### config.mk
export PLATFORM = sky130hd
export DESIGN_NAME = uart_receiver_fifo_flat
export DESIGN_NICKNAME = d
export VERILOG_FILES = /design/src/rtl/uart_pkg.sv /design/src/rtl/uart_receiver_fifo_if.sv /design/src/rtl/baud_controller.sv /design/src/rtl/uart_rx_fifo.sv /design/src/rtl/uart_receiver_fifo.sv /design/src/flat_wrapper.sv
export SDC_FILE = /design/constraint.sdc
export NUM_CORES = 1
export LEC_CHECK = 0
export BUFFER_PORTS_ARGS = -buffer_cell sky130_fd_sc_hd__buf_4
export CAP_MARGIN = 20
export CORE_AREA = 4 4 94 96
export CTS_BUF_LIST = sky130_fd_sc_hd__clkbuf_16
export DETAILED_ROUTE_END_ITERATION = 10
export DIE_AREA = 0 0 98 100
export PLACE_DENSITY = 0.86
export SKIP_LAST_GASP = 1
export SYNTH_ARGS = -nofsm -noshare
export SYNTH_HDL_FRONTEND = slang
export SYNTH_HIERARCHICAL = 1
export SYNTH_SLANG_ARGS = --single-unit
### constraint.sdc
create_clock -name clk -period 3.4 [get_ports clk]
set_clock_uncertainty 0.2 [all_clocks]
set_input_delay 1.02 -clock clk [delete_from_list [all_inputs] [get_ports clk]]
set_output_delay 1.02 -clock clk [all_outputs]
set_load 0.01 [all_outputs]
### src/rtl/uart_pkg.sv
// Shared definitions for the UART receive path: parity codes, FSM states, oversampling points.
package uart_pkg;

  localparam logic [1:0] PAR_NONE = 2'b00;
  localparam logic [1:0] PAR_EVEN = 2'b01;
  localparam logic [1:0] PAR_ODD  = 2'b10;

  localparam int unsigned OVS = 16;
  localparam int unsigned MID = 8;

  // Majority samples straddle the bit centre; a bit ends on the last oversample.
  localparam logic [3:0] SC_S7   = 4'(MID - 1);
  localparam logic [3:0] SC_S8   = 4'(MID);
  localparam logic [3:0] SC_VOTE = 4'(MID + 1);
  localparam logic [3:0] SC_LAST = 4'(OVS - 1);

  typedef enum logic [2:0] {
    StOff,
    StIdle,
    StStart,
    StData,
    StParity,
    StStop1,
    StStop2,
    StBreakWait
  } rx_state_e;

  function automatic logic maj3(input logic a, input logic b, input logic c);
    return (a & b) | (a & c) | (b & c);
  endfunction

  // Code 11 is treated as "no parity", same as 00.
  function automatic logic par_enabled(input logic [1:0] mode);
    return (mode == PAR_EVEN) || (mode == PAR_ODD);
  endfunction

endpackage

### src/rtl/uart_receiver_fifo_if.sv
// Pop-side handshake of the receive FIFO: head word, status flags and valid/ready.
interface uart_receiver_fifo_if #(
  parameter int unsigned DATA_W = 8
);
  logic [DATA_W-1:0] Rx_DATA;
  logic              Rx_PERROR;
  logic              Rx_FERROR;
  logic              Rx_BREAK;
  logic              Rx_VALID;
  logic              Rx_OVERRUN;
  logic              Rx_READY;

  modport master (
    output Rx_DATA,
    output Rx_PERROR,
    output Rx_FERROR,
    output Rx_BREAK,
    output Rx_VALID,
    output Rx_OVERRUN,
    input  Rx_READY
  );

  modport slave (
    input  Rx_DATA,
    input  Rx_PERROR,
    input  Rx_FERROR,
    input  Rx_BREAK,
    input  Rx_VALID,
    input  Rx_OVERRUN,
    output Rx_READY
  );
endinterface

### src/rtl/baud_controller.sv
// 16x oversampling tick generator; baud_select picks the clk divisor (64,32,16,8,4,2,1,1).
module baud_controller (
  input  logic       clk,
  input  logic       reset,
  input  logic [2:0] baud_select,
  output logic       tick
);

  logic [6:0] cnt_q, cnt_d;
  logic [6:0] limit;

  // Divisor minus one for the selected rate.
  always_comb begin
    limit = 7'd0;
    unique case (baud_select)
      3'd0:    limit = 7'd63;
      3'd1:    limit = 7'd31;
      3'd2:    limit = 7'd15;
      3'd3:    limit = 7'd7;
      3'd4:    limit = 7'd3;
      3'd5:    limit = 7'd1;
      default: limit = 7'd0;
    endcase
  end

  // >= recovers cleanly if the rate is lowered while the counter is above the new limit.
  assign tick  = (cnt_q >= limit);
  assign cnt_d = tick ? 7'd0 : cnt_q + 7'd1;

  // Divider counter.
  always_ff @(posedge clk or negedge reset) begin
    if (!reset) cnt_q <= 7'd0;
    else        cnt_q <= cnt_d;
  end

endmodule

### src/rtl/uart_rx_fifo.sv
// First-word-fall-through FIFO; dout shows the head whenever empty is low.
module uart_rx_fifo #(
  parameter int unsigned WIDTH = 8,
  parameter int unsigned DEPTH = 4
) (
  input  logic             clk,
  input  logic             reset,
  input  logic             push,
  input  logic [WIDTH-1:0] din,
  input  logic             pop,
  output logic             full,
  output logic             empty,
  output logic [WIDTH-1:0] dout
);

  localparam int unsigned AW = $clog2(DEPTH);
  localparam logic [AW:0] PTR_ONE = (AW + 1)'(1);

  logic [WIDTH-1:0] mem_q [DEPTH];
  logic [AW:0]      wptr_q, rptr_q;
  logic             do_push, do_pop;

  // Extra MSB on the pointers separates full from empty.
  assign empty   = (wptr_q == rptr_q);
  assign full    = (wptr_q[AW] != rptr_q[AW]) && (wptr_q[AW-1:0] == rptr_q[AW-1:0]);
  assign do_pop  = pop && !empty;
  // A simultaneous pop frees the slot, so a full FIFO still accepts the push.
  assign do_push = push && (!full || do_pop);
  assign dout    = mem_q[rptr_q[AW-1:0]];

  // Storage array.
  always_ff @(posedge clk or negedge reset) begin
    if (!reset) begin
      for (int i = 0; i < int'(DEPTH); i++) mem_q[i] <= '0;
    end else if (do_push) begin
      mem_q[wptr_q[AW-1:0]] <= din;
    end
  end

  // Read and write pointers.
  always_ff @(posedge clk or negedge reset) begin
    if (!reset) begin
      wptr_q <= '0;
      rptr_q <= '0;
    end else begin
      if (do_push) wptr_q <= wptr_q + PTR_ONE;
      if (do_pop)  rptr_q <= rptr_q + PTR_ONE;
    end
  end

endmodule

### src/rtl/uart_receiver_fifo.sv
// UART receiver: synchroniser, 3-sample majority vote, frame FSM with break detection,
// and a FWFT receive FIFO with sticky overrun.
module uart_receiver_fifo
  import uart_pkg::*;
#(
  parameter int unsigned DATA_W     = 8,
  parameter int unsigned FIFO_DEPTH = 4
) (
  input  logic                  clk,
  input  logic                  reset,
  input  logic [2:0]            baud_select,
  input  logic                  Rx_EN,
  input  logic                  RxD,
  input  logic [1:0]            parity_mode,
  input  logic                  stop2,
  uart_receiver_fifo_if.master  rx_if
);

  localparam int unsigned FW = DATA_W + 3;

  logic tick;

  logic rx_meta_q, rx_sync_q, rx_prev_q;
  logic s7_q, s8_q, bit_q;
  logic vote, at_vote, at_end, data_par, is_break;

  rx_state_e         state_q, state_d;
  logic [3:0]        sc_q, sc_d;
  logic [3:0]        bit_cnt_q, bit_cnt_d;
  logic [DATA_W-1:0] data_q, data_d;
  logic [1:0]        par_mode_q, par_mode_d;
  logic              stop2_q, stop2_d;
  logic              perr_q, perr_d;
  logic              par_bit_q, par_bit_d;

  logic          push, push_brk, push_ferr;
  logic          fifo_full, fifo_empty, pop_fire;
  logic [FW-1:0] fifo_din, fifo_dout;
  logic          ovr_q;

  baud_controller u_baud (
    .clk         (clk),
    .reset       (reset),
    .baud_select (baud_select),
    .tick        (tick)
  );

  // Two-flop synchroniser plus a delayed copy for falling-edge detection; line idles high.
  always_ff @(posedge clk or negedge reset) begin
    if (!reset) begin
      rx_meta_q <= 1'b1;
      rx_sync_q <= 1'b1;
      rx_prev_q <= 1'b1;
    end else begin
      rx_meta_q <= RxD;
      rx_sync_q <= rx_meta_q;
      rx_prev_q <= rx_sync_q;
    end
  end

  assign vote    = maj3(s7_q, s8_q, rx_sync_q);
  assign at_vote = tick && (sc_q == SC_VOTE);
  assign at_end  = tick && (sc_q == SC_LAST);
  assign data_par = ^data_q;
  assign is_break = !vote && (data_q == '0) && (!par_enabled(par_mode_q) || !par_bit_q);

  // Capture the first two majority samples and hold the voted bit until the bit ends.
  always_ff @(posedge clk or negedge reset) begin
    if (!reset) begin
      s7_q  <= 1'b0;
      s8_q  <= 1'b0;
      bit_q <= 1'b0;
    end else if (tick) begin
      if (sc_q == SC_S7)   s7_q  <= rx_sync_q;
      if (sc_q == SC_S8)   s8_q  <= rx_sync_q;
      if (sc_q == SC_VOTE) bit_q <= vote;
    end
  end

  // Frame state and per-frame registers.
  always_ff @(posedge clk or negedge reset) begin
    if (!reset) begin
      state_q    <= StOff;
      sc_q       <= 4'd0;
      bit_cnt_q  <= 4'd0;
      data_q     <= '0;
      par_mode_q <= PAR_NONE;
      stop2_q    <= 1'b0;
      perr_q     <= 1'b0;
      par_bit_q  <= 1'b0;
    end else begin
      state_q    <= state_d;
      sc_q       <= sc_d;
      bit_cnt_q  <= bit_cnt_d;
      data_q     <= data_d;
      par_mode_q <= par_mode_d;
      stop2_q    <= stop2_d;
      perr_q     <= perr_d;
      par_bit_q  <= par_bit_d;
    end
  end

  // Next-state logic and push decision.
  always_comb begin
    state_d    = state_q;
    sc_d       = tick ? sc_q + 4'd1 : sc_q;
    bit_cnt_d  = bit_cnt_q;
    data_d     = data_q;
    par_mode_d = par_mode_q;
    stop2_d    = stop2_q;
    perr_d     = perr_q;
    par_bit_d  = par_bit_q;
    push       = 1'b0;
    push_brk   = 1'b0;
    push_ferr  = 1'b0;

    unique case (state_q)
      StOff: begin
        sc_d = 4'd0;
        if (Rx_EN) state_d = StIdle;
      end
      StIdle: begin
        sc_d = 4'd0;
        if (rx_prev_q && !rx_sync_q) begin
          state_d    = StStart;
          bit_cnt_d  = 4'd0;
          data_d     = '0;
          par_mode_d = parity_mode;
          stop2_d    = stop2;
          perr_d     = 1'b0;
          par_bit_d  = 1'b0;
        end
      end
      StStart: begin
        if (at_vote && vote) state_d = StIdle;
        else if (at_end)     state_d = StData;
      end
      StData: begin
        if (at_end) begin
          data_d    = {bit_q, data_q[DATA_W-1:1]};
          bit_cnt_d = bit_cnt_q + 4'd1;
          if (bit_cnt_q == 4'(DATA_W - 1)) begin
            state_d = par_enabled(par_mode_q) ? StParity : StStop1;
          end
        end
      end
      StParity: begin
        if (at_end) begin
          par_bit_d = bit_q;
          perr_d    = (par_mode_q == PAR_ODD) ? !(data_par ^ bit_q) : (data_par ^ bit_q);
          state_d   = StStop1;
        end
      end
      StStop1: begin
        if (at_vote) begin
          if (is_break) begin
            push      = 1'b1;
            push_brk  = 1'b1;
            push_ferr = 1'b1;
            state_d   = StBreakWait;
          end else if (stop2_q && vote) begin
            state_d = StStop2;
          end else begin
            push      = 1'b1;
            push_ferr = !vote;
            state_d   = StIdle;
          end
        end
      end
      StStop2: begin
        if (at_vote) begin
          push      = 1'b1;
          push_ferr = !vote;
          state_d   = StIdle;
        end
      end
      StBreakWait: begin
        if (rx_sync_q) state_d = StIdle;
      end
      default: state_d = StOff;
    endcase

    // Disabling abandons any partial frame without a push.
    if (!Rx_EN) begin
      state_d = StOff;
      push    = 1'b0;
    end
  end

  assign fifo_din = {push_brk, push_ferr, perr_q, data_q};
  assign pop_fire = !fifo_empty && rx_if.Rx_READY;

  uart_rx_fifo #(
    .WIDTH (FW),
    .DEPTH (FIFO_DEPTH)
  ) u_fifo (
    .clk   (clk),
    .reset (reset),
    .push  (push),
    .din   (fifo_din),
    .pop   (pop_fire),
    .full  (fifo_full),
    .empty (fifo_empty),
    .dout  (fifo_dout)
  );

  // Sticky overrun: set on a dropped word, cleared by the next pop; set has priority.
  always_ff @(posedge clk or negedge reset) begin
    if (!reset)                              ovr_q <= 1'b0;
    else if (push && fifo_full && !pop_fire) ovr_q <= 1'b1;
    else if (pop_fire)                       ovr_q <= 1'b0;
  end

  assign rx_if.Rx_VALID   = !fifo_empty;
  assign rx_if.Rx_DATA    = fifo_dout[DATA_W-1:0];
  assign rx_if.Rx_PERROR  = fifo_dout[DATA_W];
  assign rx_if.Rx_FERROR  = fifo_dout[DATA_W+1];
  assign rx_if.Rx_BREAK   = fifo_dout[DATA_W+2];
  assign rx_if.Rx_OVERRUN = ovr_q;

endmodule

### src/flat_wrapper.sv
// flat-port wrapper written by rule: the top's interface ports become plain ports
module uart_receiver_fifo_flat import uart_pkg::*;
#(
  parameter int unsigned DATA_W     = 8,
  parameter int unsigned FIFO_DEPTH = 4
)
  (clk, reset, baud_select, Rx_EN, RxD, parity_mode, stop2, rx_if_Rx_DATA, rx_if_Rx_PERROR, rx_if_Rx_FERROR, rx_if_Rx_BREAK, rx_if_Rx_VALID, rx_if_Rx_OVERRUN, rx_if_Rx_READY);
  uart_receiver_fifo_if #(.DATA_W(DATA_W)) rx_if_i ();
  input  logic clk;
  input  logic reset;
  input  logic [2:0] baud_select;
  input  logic Rx_EN;
  input  logic RxD;
  input  logic [1:0] parity_mode;
  input  logic stop2;
  output wire logic [$bits(rx_if_i.Rx_DATA)-1:0] rx_if_Rx_DATA;
  output wire logic [$bits(rx_if_i.Rx_PERROR)-1:0] rx_if_Rx_PERROR;
  output wire logic [$bits(rx_if_i.Rx_FERROR)-1:0] rx_if_Rx_FERROR;
  output wire logic [$bits(rx_if_i.Rx_BREAK)-1:0] rx_if_Rx_BREAK;
  output wire logic [$bits(rx_if_i.Rx_VALID)-1:0] rx_if_Rx_VALID;
  output wire logic [$bits(rx_if_i.Rx_OVERRUN)-1:0] rx_if_Rx_OVERRUN;
  input wire logic [$bits(rx_if_i.Rx_READY)-1:0] rx_if_Rx_READY;
  assign rx_if_Rx_DATA = rx_if_i.Rx_DATA;
  assign rx_if_Rx_PERROR = rx_if_i.Rx_PERROR;
  assign rx_if_Rx_FERROR = rx_if_i.Rx_FERROR;
  assign rx_if_Rx_BREAK = rx_if_i.Rx_BREAK;
  assign rx_if_Rx_VALID = rx_if_i.Rx_VALID;
  assign rx_if_Rx_OVERRUN = rx_if_i.Rx_OVERRUN;
  assign rx_if_i.Rx_READY = rx_if_Rx_READY;
  uart_receiver_fifo #(.DATA_W(DATA_W), .FIFO_DEPTH(FIFO_DEPTH)) u_core (.clk(clk), .reset(reset), .baud_select(baud_select), .Rx_EN(Rx_EN), .RxD(RxD), .parity_mode(parity_mode), .stop2(stop2), .rx_if(rx_if_i));
endmodule
# After elaboration in Yosys (flattened, before gate mapping)
# Index checks and enable logic that the tools add are counted.
[word_totals]
ff_bits = 88
output_inout_bits = 13
in_bits = 11
word_cells = 165
[classes]
add_sub_neg = 5
eq_ne = 33
muxes = 52
reduce_logical = 41
bitwise = 8
n_lt_le_gt_ge = 4
[ops]
columns = ["operator", "count"]
rows = [
  ["$bwmux 44", 1],
  ["$mux 3", 12],
  ["$pmux 6 s6", 1],
  ["$mux 11", 3],
  ["$pmux 3 s8", 1],
  ["$bmux 11 s2", 1],
  ["$demux 11 s2", 1],
  ["$ne 3x2->1 const B", 7],
  ["$mux 1", 19],
  ["$eq 3x3->1 const B", 6],
  ["$mux 4", 4],
  ["$mux 8", 2],
  ["$pmux 8 s2", 1],
  ["$logic_and 1x1->1", 14],
  ["$eq 3x2->1 const B", 4],
  ["$eq 4x4->1 const B", 3],
  ["$add 4x1->4 const B", 2],
  ["$eq 4x3->1 const B", 2],
  ["$logic_not 1->1", 8],
  ["$logic_not 8->1", 1],
  ["$pmux 1 s2", 4],
  ["$pmux 4 s2", 1],
  ["$reduce_and 2->1", 4],
  ["$reduce_and 8->1", 1],
  ["24 further kinds", 40],
]

# Longest topological paths before layout
[depth]
ltp_word = 13
ltp_mapped = 14
ltp_nobuf = 11

# Cells and area by module
# The synthesis kept the hierarchy.
[modules_own_cells]
columns = ["mod", "instances", "cells_per_inst", "area_each_um2", "seq_area_each_um2"]
rows = [
  ["uart_rx_fifo", 1, 150, 2551.2, 1251.2],
  ["uart_receiver_fifo", 1, 160, 1732.9, 779.5],
  ["baud_controller", 1, 46, 451.7, 175.2],
]

# Least setup slack after synthesis
# OpenSTA, ideal clock, no wires.
[synth_timing]
path_kind = "input to register"
from = "input port baud_select[2]"
to = "register u_core/u_fifo/mem_q[22] in the netlist's numbering"
arrival_time_ns = 3.718
setup_time_ns = 0.125
setup_slack_ns = -0.643
stages = 13
t_required_ns = 3.075
path_cell_list = "or3_1 -> ha_1 -> nand4b_1 -> o21ai_2 -> buf_2 -> and4b_1 -> buf_6 -> nand3_1 -> a21oi_1 -> and2_1 -> o41ai_2 -> buf_6 -> mux2_4"
[synth_via]
elab_chain_cells = 8
word_cells_on_any_way = 14
[synth_lines]
columns = ["element", "line_no", "rtl"]
rows = [
  ["start, declared", "flat_wrapper.sv:11", "input logic [2:0] baud_select;"],
  ["$eq 3x3->1 (tied with other cells)", "baud_controller.sv:15", "unique case (baud_select)"],
  ["$pmux 6 s6 (*)", "baud_controller.sv:15", ""],
  ["$ge 7x6->1 (*)", "baud_controller.sv:27", "assign tick = (cnt_q >= limit);"],
  ["net u_core.tick", "uart_receiver_fifo.sv:21", "logic tick;"],
  ["$logic_and 1x1->1 (*)", "uart_receiver_fifo.sv:62", "assign at_vote = tick && (sc_q == SC_VOTE);"],
  ["$mux 1, on equally long branches", "uart_receiver_fifo.sv:171, uart_receiver_fifo.sv:155", ""],
  ["$pmux 1 s2 (*)", "uart_receiver_fifo.sv:117", "unique case (state_q)"],
  ["$mux 1 (*)", "uart_receiver_fifo.sv:184", "if (!Rx_EN) begin"],
  ["net u_core.push", "uart_receiver_fifo.sv:36", "logic push, push_brk, push_ferr;"],
  ["$logic_and 1x1->1 (*)", "uart_rx_fifo.sv:28", "assign do_push = push && (!full || do_pop);"],
  ["end signal, assigned by index", "uart_rx_fifo.sv:36", "mem_q[wptr_q[AW-1:0]] <= din;"],
  ["end, declared", "uart_rx_fifo.sv:19", "logic [WIDTH-1:0] mem_q [DEPTH];"],
]
# Mark *: on every way through the listed nets, which the timed path passes. The rest lies on a longest branch.
# A chain may end at the register's enable or synchronous reset.

# Worst setup path after layout
[layout_timing]
from = "input port baud_select[0]"
to = "register u_core/u_fifo/mem_q[42] in the netlist's numbering"
# Same word-level chain as after synthesis.

==> results.cfg <==
[die]
die_x_um = 98
die_area_sq_mm = 0.00980
ios = 24
dieHeight_um = 100
start_util_pct = 58.8
core_area_sq_mm = 0.00805
fp-row-count = 33

[critical_path]
cp.arrival_ps = 3410
crit_end = u_core/u_fifo/mem_q[42]
slowest_delay_ps = 390
cp-startpoint = baud_select[0]
rr_endpoint = u_core/u_fifo/mem_q[32]
cp_data_required_time_ps = 3430
regToRegStartpoint = u_core/u_fifo/wptr_q[0]
crit_chain = buf_6 -> or3_4 -> ha_4 -> nand4b_1 -> o21ai_2 -> and4b_2 -> nand3_4 -> a21oi_4 -> and2_4 -> o41ai_4 -> mux2_4
crit_fanout = 6
start_kind = input pin
path_delay_family = simple AND/OR/NAND/NOR gates
path_buf_inv = 1
critPathKind = input pin to register
critPathSlowestCell = or3_4
path_depth = 11
rr_worst_depth = 5
reg2reg_setup_slack_ps = 230
end_kind = register

[sta]
tns_ps = 0
hold_viol_final = 0
hold_slack_ps = 153
maxSlewHeadroom_pct = 25.6
min_period_ps = 3380
worstMarginPinSlew_ps = 1110
fmax_mhz = 296
period_share_pct = 99.3
rsz0062_at_grt = true
setup_viol = 0
slew_viol_final = 0

[finish]
syn2layout_area_growth_pct = 17.2
finalNonFillerCells = 503
nFillCells = 539
final_nets = 426
finalCoreUtilization_pct = 68.9
antenna_cells = 0
drive_above_1_share_pct = 39.4

[placed_design]
gp_congestion = 0.899
hpwl_mm = 6.12
dp.cells = 483
port_buffers = 23

[global_route]
track_usage_pct = 21.6
overflow = 0
grt_antenna_before_repair = 0
grt_max_degree = 51
grt_pass1_wl_mm = 16.6
grt_pass1_vias = 3181

[detailed_routing]
wl_mm = 10.1
route.detailed.drc = 0
ant_nets = 0
drt-initial-drc-count = 152
via_count = 3006
firstDrtPassIters = 4
viasPerCell = 5.98
wire_per_inst_um = 20.1

[flow_run]
cap_violations = 0

[synthesis]
ys_ff_latch = 88
synth_cell_type_count = 60
synth.area.top_cells = dfrtp_1, mux2_4, ha_1
avgSynthCellArea_sq_um = 13.3
synth_nets = 389
synth_edf_count = 0
async_flop_share_pct = 100
synth_top_area_share_pct = 44.9
synth_area_sq_mm = 0.00474
synth_top_area_cell = dfrtp_1
netlist_instances = 356
ys_warn_count = 6
synth_flop_cell = dfrtp_1
yosysSeqAreaShare_pct = 46.6

[clock_network]
cts_buffers = 9
root_buffer = clkbuf_16
clk_pin_slew_ps = 70
cts.sinks = 88
insertion_delay_ps = 350
postCtsSetupRepairBufs = 0
cts_buffer_depth = 2
htree_levels = 3
cts_tree = done

[pwr]
p_leak_nw = 2.63
powerDensity_mw_per_mm2 = 483
worst_ir_drop_vdd_mv = 0.325

[min_path]
holdCritPathClass = register to register

[run_status]
status = finished, final reports clean
[layout by cell type, fill, tap and decap left out, types with 2 or more instances in the layout]
cell       count
a211oi_2       2
a21o_1         5
a21oi_1        4
a22o_1        11
a31oi_1        2
and2_4         4
buf_12         2
buf_4         35
buf_6          2
clkbuf_16      9
dfrtp_1       85
dfstp_2        3
ha_1          21
inv_1         23
inv_6          2
inv_8          3
mux2_2        22
mux2_4        30
mux2i_1        3
mux4_2        11
nand2_1       12
nand2b_1       4
nand3_1        3
nand4_1        5
nand4b_1       3
nor2_1        18
nor3_1         4
o2111ai_1      2
o211ai_1       2
o21ai_0        4
o311ai_0       3
o41ai_2        2
o41ai_4        6
xnor2_1        9
xor2_1         8
[cell families (layout without fill, tap and decap cells)]
| kind of cell | Yosys count | in the layout | share of synthesized area [%] |
|---|---|---|---|
| compound gates | 51 | 55 | 9.56 |
| xor+xnor | 20 | 20 | 4.41 |
| simple gates | 68 | 68 | 8.19 |
| flops | 88 | 88 | 46.6 |
| mux | 66 | 66 | 20.6 |
| fa+ha+maj | 23 | 23 | 6.05 |
| buf+inv | 40 | 78 | 4.60 |
[cell usage after synthesis (2+ instances only)]
| cell type | count |
|---|---|
| buf_2 | 6 |
| o211ai_1 | 2 |
| nand4_1 | 5 |
| mux2_2 | 22 |
| nand3_1 | 4 |
| dfrtp_1 | 85 |
| a21o_1 | 5 |
| dfstp_2 | 3 |
| a21oi_1 | 5 |
| mux2_4 | 30 |
| inv_1 | 23 |
| nand4b_1 | 3 |
| o21ai_0 | 4 |
| nor3_1 | 4 |
| nand2_1 | 12 |
| a211oi_1 | 2 |
| nand2b_1 | 4 |
| and2_1 | 4 |
| nor2_1 | 18 |
| buf_6 | 8 |
| xor2_1 | 8 |
| mux2i_1 | 3 |
| a31oi_1 | 2 |
| o32ai_1 | 2 |
| mux4_2 | 11 |
| o311ai_0 | 3 |
| a22o_1 | 11 |
| xnor2_1 | 9 |
| ha_1 | 22 |
| clkbuf_1 | 3 |
| o41ai_2 | 3 |
| o2111ai_1 | 2 |
[metal layers]
metal	global-route usage, %	vias to the layer above	part of all wire, %
met4	8.63	0	2.4
met5	0	-	0
met1	26.6	1513	42
li1	-	1384	-
met3	5.07	22	4.9
met2	36.9	87	51
[sequential cells by signal, summed over array words and instances, names as in the netlist]
name and flops:
u_core/bit_cnt_q 4, u_core/u_fifo/mem_q 44, u_core/s7_q 1, u_core/s8_q 1, u_core/par_mode_q 2, u_core/data_q 8, u_core/sc_q 4, u_core/rx_prev_q 1
u_core/bit_q 1, u_core/u_fifo/rptr_q 3, u_core/stop2_q 1, u_core/rx_meta_q 1, u_core/u_baud/cnt_q 7, u_core/rx_sync_q 1, u_core/state_q 3, u_core/u_fifo/wptr_q 3
u_core/rx_if.Rx_OVERRUN 1, u_core/par_bit_q 1, u_core/perr_q 1
[worst min-delay path by stage]
stage	startpoint	to	depth (start not counted)
2_1_floorplan	u_core/rx_meta_q	u_core/rx_sync_q	0
3_3_place_gp	u_core/rx_meta_q	u_core/rx_sync_q	0
3_5_place_dp	u_core/rx_meta_q	u_core/rx_sync_q	0
4_1_cts	u_core/rx_meta_q	u_core/rx_sync_q	0
5_1_grt	u_core/rx_meta_q	u_core/rx_sync_q	0
6_report	u_core/rx_meta_q	u_core/rx_sync_q	0
[power by group]
part	internal (mW)	leakage, nW	switching [mW]
logic	0.235	1.29	0.277
registers	1.11	1.20	0.0825
clock network	0.517	0.142	0.460
[per-stage QoR]
stage | total power, mW | setup slack (ps) | area, sq um
6_report | 2.68 | 24.4 | 5550
5_1_grt | 2.82 | -44.7 | 5550
4_1_cts | 2.69 | 0.917 | 5490
3_5_place_dp | 1.71 | -461 | 5120
3_3_place_gp | 1.69 | -342 | 5120
2_1_floorplan | 1.60 | -451 | 4770
[cell type report]
class | count | area, sq um | area share (%)
inverter | 23 | 86.3 | 1.56
sequential | 88 | 2210 | 39.8
clock inverter | 7 | 67.6 | 1.22
tap | 105 | 131 | 2.37
timing repair buffer | 39 | 325 | 5.86
multi-input combinational | 232 | 2510 | 45.2
clock buffer | 9 | 225 | 4.06
[timing repair]
item	in CTS	in global routing
endpoints found under the hold margin	0	0
resized for setup	7	8
pin swaps	3	6
cloned	3	1
hold buffers	0	0
endpoints found under the setup margin	34	48
(Power assumes the default switching activity.)
